### src/rtl/uart_ram_loader_pkg.sv
// Shared state encoding, framing byte defaults and length decode for the UART RAM loader.
package uart_ram_loader_pkg;

  typedef enum logic [2:0] {
    S_IDLE,
    S_AHI,
    S_ALO,
    S_LEN,
    S_DATA,
    S_CSUM,
    S_RESP
  } state_t;

  localparam logic [7:0] SYNC_BYTE_DEF = 8'hA5;
  localparam logic [7:0] ACK_BYTE_DEF  = 8'h06;
  localparam logic [7:0] NAK_BYTE_DEF  = 8'h15;

  // A length byte of zero stands for a full 256-byte payload.
  function automatic logic [8:0] len_decode(input logic [7:0] len);
    return (len == 8'h00) ? 9'd256 : {1'b0, len};
  endfunction

endpackage

### src/rtl/loader_timeout.sv
// Inter-byte idle counter: clears on activity or when not running; o_expire is combinational on the last idle cycle.
// No backpressure; one count per clock.
module loader_timeout #(
  parameter int TIMEOUT = 50000
) (
  input  logic i_clk,
  input  logic i_rst,
  input  logic i_run,
  input  logic i_clr,
  output logic o_expire
);

  localparam int CW = $clog2(TIMEOUT);

  logic [CW-1:0] r_cnt;

  assign o_expire = i_run && !i_clr && (r_cnt == CW'(TIMEOUT - 1));

  always_ff @(posedge i_clk) begin
    if (i_rst || i_clr || !i_run) begin
      r_cnt <= '0;
    end else begin
      r_cnt <= r_cnt + CW'(1);
    end
  end

endmodule

### src/rtl/uart_ram_loader.sv
// Frame parser feeding RAM port B; each payload byte is written the cycle after it arrives, the response waits on tx_ready.
// Accepts one byte per clock; rx bytes arriving while a response is pending are dropped.
module uart_ram_loader
  import uart_ram_loader_pkg::*;
#(
  parameter int         ADDR_W    = 11,
  parameter logic [7:0] SYNC_BYTE = SYNC_BYTE_DEF,
  parameter logic [7:0] ACK_BYTE  = ACK_BYTE_DEF,
  parameter logic [7:0] NAK_BYTE  = NAK_BYTE_DEF,
  parameter int         TIMEOUT   = 50000
) (
  input  logic              i_clk,
  input  logic              i_rst,
  input  logic [7:0]        i_rx_data,
  input  logic              i_rx_valid,
  output logic [7:0]        o_tx_data,
  output logic              o_tx_valid,
  input  logic              i_tx_ready,
  output logic [ADDR_W-1:0] o_ram_addr,
  output logic [7:0]        o_ram_data,
  output logic              o_ram_we,
  output logic              o_cpu_hold,
  output logic              o_frame_done,
  output logic              o_frame_err
);

  state_t              r_state, w_state;
  logic [ADDR_W-1:0]   r_addr, w_addr;
  logic [8:0]          r_cnt, w_cnt;
  logic [7:0]          r_sum, w_sum;
  logic [7:0]          r_tx_data, w_tx_data;
  logic                r_tx_valid, w_tx_valid;
  logic [ADDR_W-1:0]   r_ram_addr, w_ram_addr;
  logic [7:0]          r_ram_data, w_ram_data;
  logic                r_ram_we, w_ram_we;
  logic                r_cpu_hold, w_cpu_hold;
  logic                r_done, w_done;
  logic                r_err, w_err;
  logic                w_run, w_timeout;
  logic [7:0]          w_sum_add;

  assign w_run     = (r_state != S_IDLE) && (r_state != S_RESP);
  assign w_sum_add = r_sum + i_rx_data;

  loader_timeout #(.TIMEOUT(TIMEOUT)) u_timeout (
    .i_clk    (i_clk),
    .i_rst    (i_rst),
    .i_run    (w_run),
    .i_clr    (i_rx_valid),
    .o_expire (w_timeout)
  );

  always_comb begin
    w_state    = r_state;
    w_addr     = r_addr;
    w_cnt      = r_cnt;
    w_sum      = r_sum;
    w_tx_data  = r_tx_data;
    w_tx_valid = r_tx_valid;
    w_ram_addr = r_ram_addr;
    w_ram_data = r_ram_data;
    w_ram_we   = 1'b0;
    w_cpu_hold = r_cpu_hold;
    w_done     = 1'b0;
    w_err      = 1'b0;
    case (r_state)
      S_IDLE: if (i_rx_valid && i_rx_data == SYNC_BYTE) begin
        w_state    = S_AHI;
        w_cpu_hold = 1'b1;
        w_sum      = 8'h00;
      end
      S_AHI: if (i_rx_valid) begin
        // Upper address bits beyond the RAM size are silently dropped.
        w_addr[ADDR_W-1:8] = i_rx_data[ADDR_W-9:0];
        w_sum              = w_sum_add;
        w_state            = S_ALO;
      end
      S_ALO: if (i_rx_valid) begin
        w_addr[7:0] = i_rx_data;
        w_sum       = w_sum_add;
        w_state     = S_LEN;
      end
      S_LEN: if (i_rx_valid) begin
        w_cnt   = len_decode(i_rx_data);
        w_sum   = w_sum_add;
        w_state = S_DATA;
      end
      S_DATA: if (i_rx_valid) begin
        w_ram_we   = 1'b1;
        w_ram_addr = r_addr;
        w_ram_data = i_rx_data;
        w_addr     = r_addr + ADDR_W'(1);
        w_cnt      = r_cnt - 9'd1;
        w_sum      = w_sum_add;
        if (r_cnt == 9'd1) w_state = S_CSUM;
      end
      S_CSUM: if (i_rx_valid) begin
        w_tx_valid = 1'b1;
        w_state    = S_RESP;
        if (w_sum_add == 8'h00) begin
          w_tx_data = ACK_BYTE;
          w_done    = 1'b1;
        end else begin
          w_tx_data = NAK_BYTE;
          w_err     = 1'b1;
        end
      end
      S_RESP: if (i_tx_ready) begin
        w_tx_valid = 1'b0;
        w_cpu_hold = 1'b0;
        w_state    = S_IDLE;
      end
      default: w_state = S_IDLE;
    endcase
    // Expiry only fires on a cycle without rx_valid, so it never competes with a byte capture.
    if (w_timeout) begin
      w_state    = S_RESP;
      w_tx_data  = NAK_BYTE;
      w_tx_valid = 1'b1;
      w_err      = 1'b1;
    end
  end

  always_ff @(posedge i_clk) begin
    if (i_rst) begin
      r_state    <= S_IDLE;
      r_addr     <= '0;
      r_cnt      <= '0;
      r_sum      <= '0;
      r_tx_data  <= '0;
      r_tx_valid <= 1'b0;
      r_ram_addr <= '0;
      r_ram_data <= '0;
      r_ram_we   <= 1'b0;
      r_cpu_hold <= 1'b0;
      r_done     <= 1'b0;
      r_err      <= 1'b0;
    end else begin
      r_state    <= w_state;
      r_addr     <= w_addr;
      r_cnt      <= w_cnt;
      r_sum      <= w_sum;
      r_tx_data  <= w_tx_data;
      r_tx_valid <= w_tx_valid;
      r_ram_addr <= w_ram_addr;
      r_ram_data <= w_ram_data;
      r_ram_we   <= w_ram_we;
      r_cpu_hold <= w_cpu_hold;
      r_done     <= w_done;
      r_err      <= w_err;
    end
  end

  assign o_tx_data    = r_tx_data;
  assign o_tx_valid   = r_tx_valid;
  assign o_ram_addr   = r_ram_addr;
  assign o_ram_data   = r_ram_data;
  assign o_ram_we     = r_ram_we;
  assign o_cpu_hold   = r_cpu_hold;
  assign o_frame_done = r_done;
  assign o_frame_err  = r_err;

endmodule

### config.mk
export PLATFORM = sky130hd
export DESIGN_NAME = uart_ram_loader
export DESIGN_NICKNAME = d
export VERILOG_FILES = /design/src/rtl/uart_ram_loader_pkg.sv /design/src/rtl/loader_timeout.sv /design/src/rtl/uart_ram_loader.sv
export SDC_FILE = /design/constraint.sdc
export NUM_CORES = 1
export LEC_CHECK = 0
export ABC_AREA = 1
export CORE_ASPECT_RATIO = 1.25
export CORE_MARGIN = 4
export CORE_UTILIZATION = 55
export DETAILED_ROUTE_END_ITERATION = 16
export HOLD_SLACK_MARGIN = 0.12
export PLACE_DENSITY = 0.81
export SYNTH_ARGS = -nofsm -noshare
export SYNTH_HDL_FRONTEND = slang
export SYNTH_SLANG_ARGS = --single-unit
export TNS_END_PERCENT = 100
### constraint.sdc
create_clock -name i_clk -period 4.7 [get_ports i_clk]
set_clock_uncertainty 0.2 [all_clocks]
set_input_delay 0.47 -clock i_clk [delete_from_list [all_inputs] [get_ports i_clk]]
set_output_delay 0.47 -clock i_clk [all_outputs]
set_load 0.02 [all_outputs]
==> flow_metrics.py <==
metrics = {
    "timing": {
        "slew_violations": 0,
        "max_slew_margin_pct": 40.8,
        "fin_setup_tns_ps": 0,
        "rsz0062_at_grt": "no",
        "hold_violations": 0,
        "tightest_slew_ps": 887,
        "whs_ps": 265,
        "max_clock_freq_mhz": 372,
        "post-route-period-util_pct": 57.2,
        "finalSetupViolCount": 0,
        "min_period_ps": 2690,
    },
    "yosys": {
        "synth_enable_flop_cells": 0,
        "yosys.area.top_type_share_pct": 37.6,
        "synth_ff_type": "dfxtp_1",
        "yosysMostFrequentCell": "nand2_1",
        "ys_warn_count": 0,
        "synth.distinct_cells": 38,
        "synthTopCellsByArea": "dfxtp_1 38%, nand2_1 11%, a21oi_1 7.5%",
        "syn_area_um2": 3940,
        "yosys.area.top_type": "dfxtp_1",
        "syn-instance-count": 571,
        "yosys_register_bits": 74,
        "ys_seq_area_share_pct": 37.6,
        "synth_common_cells": "119 x nand2_1, 74 x dfxtp_1, 65 x inv_1",
        "avgSynthCellArea_um2": 6.89,
        "async_flop_share_pct": 0,
    },
    "clock_tree": {
        "path_clk_slew_ps": 90,
        "htree_levels": 3,
        "clkSinkCount": 74,
        "cts-root-buf": "clkbuf_8",
        "worstSkewPairLatency_ps": 360,
        "cts_hold_buf": 0,
        "numCtsBuffers": 9,
        "cts_setup_buffers": 0,
        "ctsLongestPathBuffers": 2,
        "cts_tree": "built",
        "cts_resized": 0,
    },
    "die": {
        "core_um2": 6980,
        "die_h_um": 103,
        "io_pins": 44,
        "rows": 34,
        "start_util_pct": 56.4,
        "dieArea_um2": 8580,
        "die_x_um": 83.7,
    },
    "worst_hold_path": {
        "hold_path_end": "u_timeout.r_cnt[0]$_SDFF_PP0_",
        "hold_path_class": "reg -> reg",
        "min_path_cells": 1,
        "min_from": "u_timeout.r_cnt[0]$_SDFF_PP0_",
    },
    "worst_setup_path": {
        "cp_max_fo": 29,
        "timing.rr.start": "r_state[1]$_SDFFE_PP0P_",
        "path_class": "reg -> reg",
        "r2r_cells": 7,
        "end_kind": "register",
        "worstPathRequired_ps": 4790,
        "worstPathArrival_ps": 2780,
        "start_kind": "register",
        "reg2reg_to": "o_ram_addr[9]$_SDFFE_PP0P_",
        "rrSetupSlack_ps": 2010,
    },
    "placement": {
        "io_buffer_count": 39,
        "hpwlAfterDp_mm": 6.75,
        "gp_congestion": 0.858,
    },
    "global_route": {
        "grt_max_degree": 33,
        "track_usage_pct": 21.6,
        "use_met3_pct": 3.36,
        "antenna_found_initial": 0,
        "grt_overflow": 0,
        "met1_usage_pct": 25.0,
        "grt_pass1_wl_mm": 15.2,
        "grt_util_met2_pct": 38.5,
        "busiest_layer": "met2",
        "grt_pass1_vias": 3500,
    },
    "finish": {
        "syn2layout_area_growth_pct": 15.1,
        "diodes": 0,
        "multi_input_area_um2": 2060,
        "nNetsFinal": 627,
        "drive_gt1_share_pct": 8.55,
        "seq_area_um2": 1480,
        "fillers": 633,
    },
    "route": {
        "dr.first_iter.drc_count": 266,
        "routed_wl_mm": 9.19,
        "ant_nets": 0,
        "routed_via_density": 5.37,
        "wire_per_inst_um": 13.2,
        "drc": 0,
        "num_vias": 3747,
        "firstDrtPassIters": 5,
    },
    "flow_run": {
        "drv_cap": 0,
    },
    "power_and_ir_drop": {
        "max-vdd-ir-drop_mv": 0.338,
        "p_per_area_nw_per_um2": 512,
        "p_total_uw": 2320,
        "p_leak_uw": 0.00188,
    },
    "outcome": {
        "outcome": "completed",
    },
}
[kinds of logic (layout without fill, tap and decap cells)]
kind of cell	count (synthesis)	after routing	share of synthesized area, %
simple gates	267	267	30.6
buf+inv	93	127	10.3
other cells	1	4	0.0953
xor+xnor	9	9	2.00
flops	74	74	37.6
fa+ha+maj	12	12	4.01
compound gates	115	115	15.4
[critical path: stages (launching register included)]
cell     delay (ps)
dfxtp_1         430
nor2_4          150
nand2_2         210
inv_2           360
nand2_2         270
inv_1           610
o21ai_0         210
a21oi_1         170
[how the worst max path moves through the flow]
stage	from	endpoint	slack [ps]	cells past startpoint
floorplan	i_rx_data[0]	o_tx_data[0]$_SDFFE_PP0P_	2460	11
global placement	i_rx_data[0]	o_tx_data[0]$_SDFFE_PP0P_	1780	12
detailed placement	i_rx_data[0]	o_tx_data[0]$_SDFFE_PP0P_	1760	12
CTS	r_state[1]$_SDFFE_PP0P_	o_ram_addr[9]$_SDFFE_PP0P_	2030	7
global route	r_state[2]$_SDFFE_PP0P_	o_ram_addr[9]$_SDFFE_PP0P_	1730	6
finish	r_state[1]$_SDFFE_PP0P_	o_ram_addr[9]$_SDFFE_PP0P_	2010	7
[layer usage]
layer,part of all wire [%],vias up
li1,-,1914
met1,43,1702
met2,49,105
met3,4.5,26
met4,3.3,0
met5,0,-
[layout by cell type (no fill, tap or decap), types with 6 or more instances in the layout]
cell type / count
o21ai_0: 38
ha_1: 11
nand2_1: 119
xor2_1: 6
inv_1: 65
clkdlybuf4s50_1: 39
nor3_1: 11
clkbuf_8: 9
nor2_1: 57
a21oi_1: 59
nand2_2: 6
dfxtp_1: 74
or2_2: 8
nand3_1: 44
[registers in the layout (all words and copies together), names as in the netlist, 3 cells and up]
register and cells:
u_timeout.r_cnt 16, r_addr 11, r_sum 8, r_state 3
r_cnt 9, o_ram_addr 11, o_ram_data 8, o_tx_data 3
[area by class of cell]
type / instances / area share (%)
Timing Repair Buffer: 40 / 8.78
Inverter: 71 / 5.94
Tap cell: 90 / 2.49
Clock inverter: 7 / 1.82
Sequential cell: 74 / 32.7
Clock buffer: 9 / 2.73
Multi-Input combinational cell: 407 / 45.5
[metrics by stage]
step                      cell area, um2  util (%)  setup slack, ps  cells
after floorplan                     3950         -             2460    574
after global placement              4320      62.0             1780    682
after detailed placement            4320      62.0             1760    682
after CTS                           4530      64.9             2030    698
after global routing                4530      64.9             1730    698
final                               4530      64.9             2010    698
[power by group]
part           switching [uW]  leakage, uW  internal, uW
Combinational             636      0.00118           337
Clock                     269    0.0000988           254
Sequential               94.7     0.000600           728
Total                    1000      0.00188          1320
Note: power is estimated with default switching activity, not from simulation.
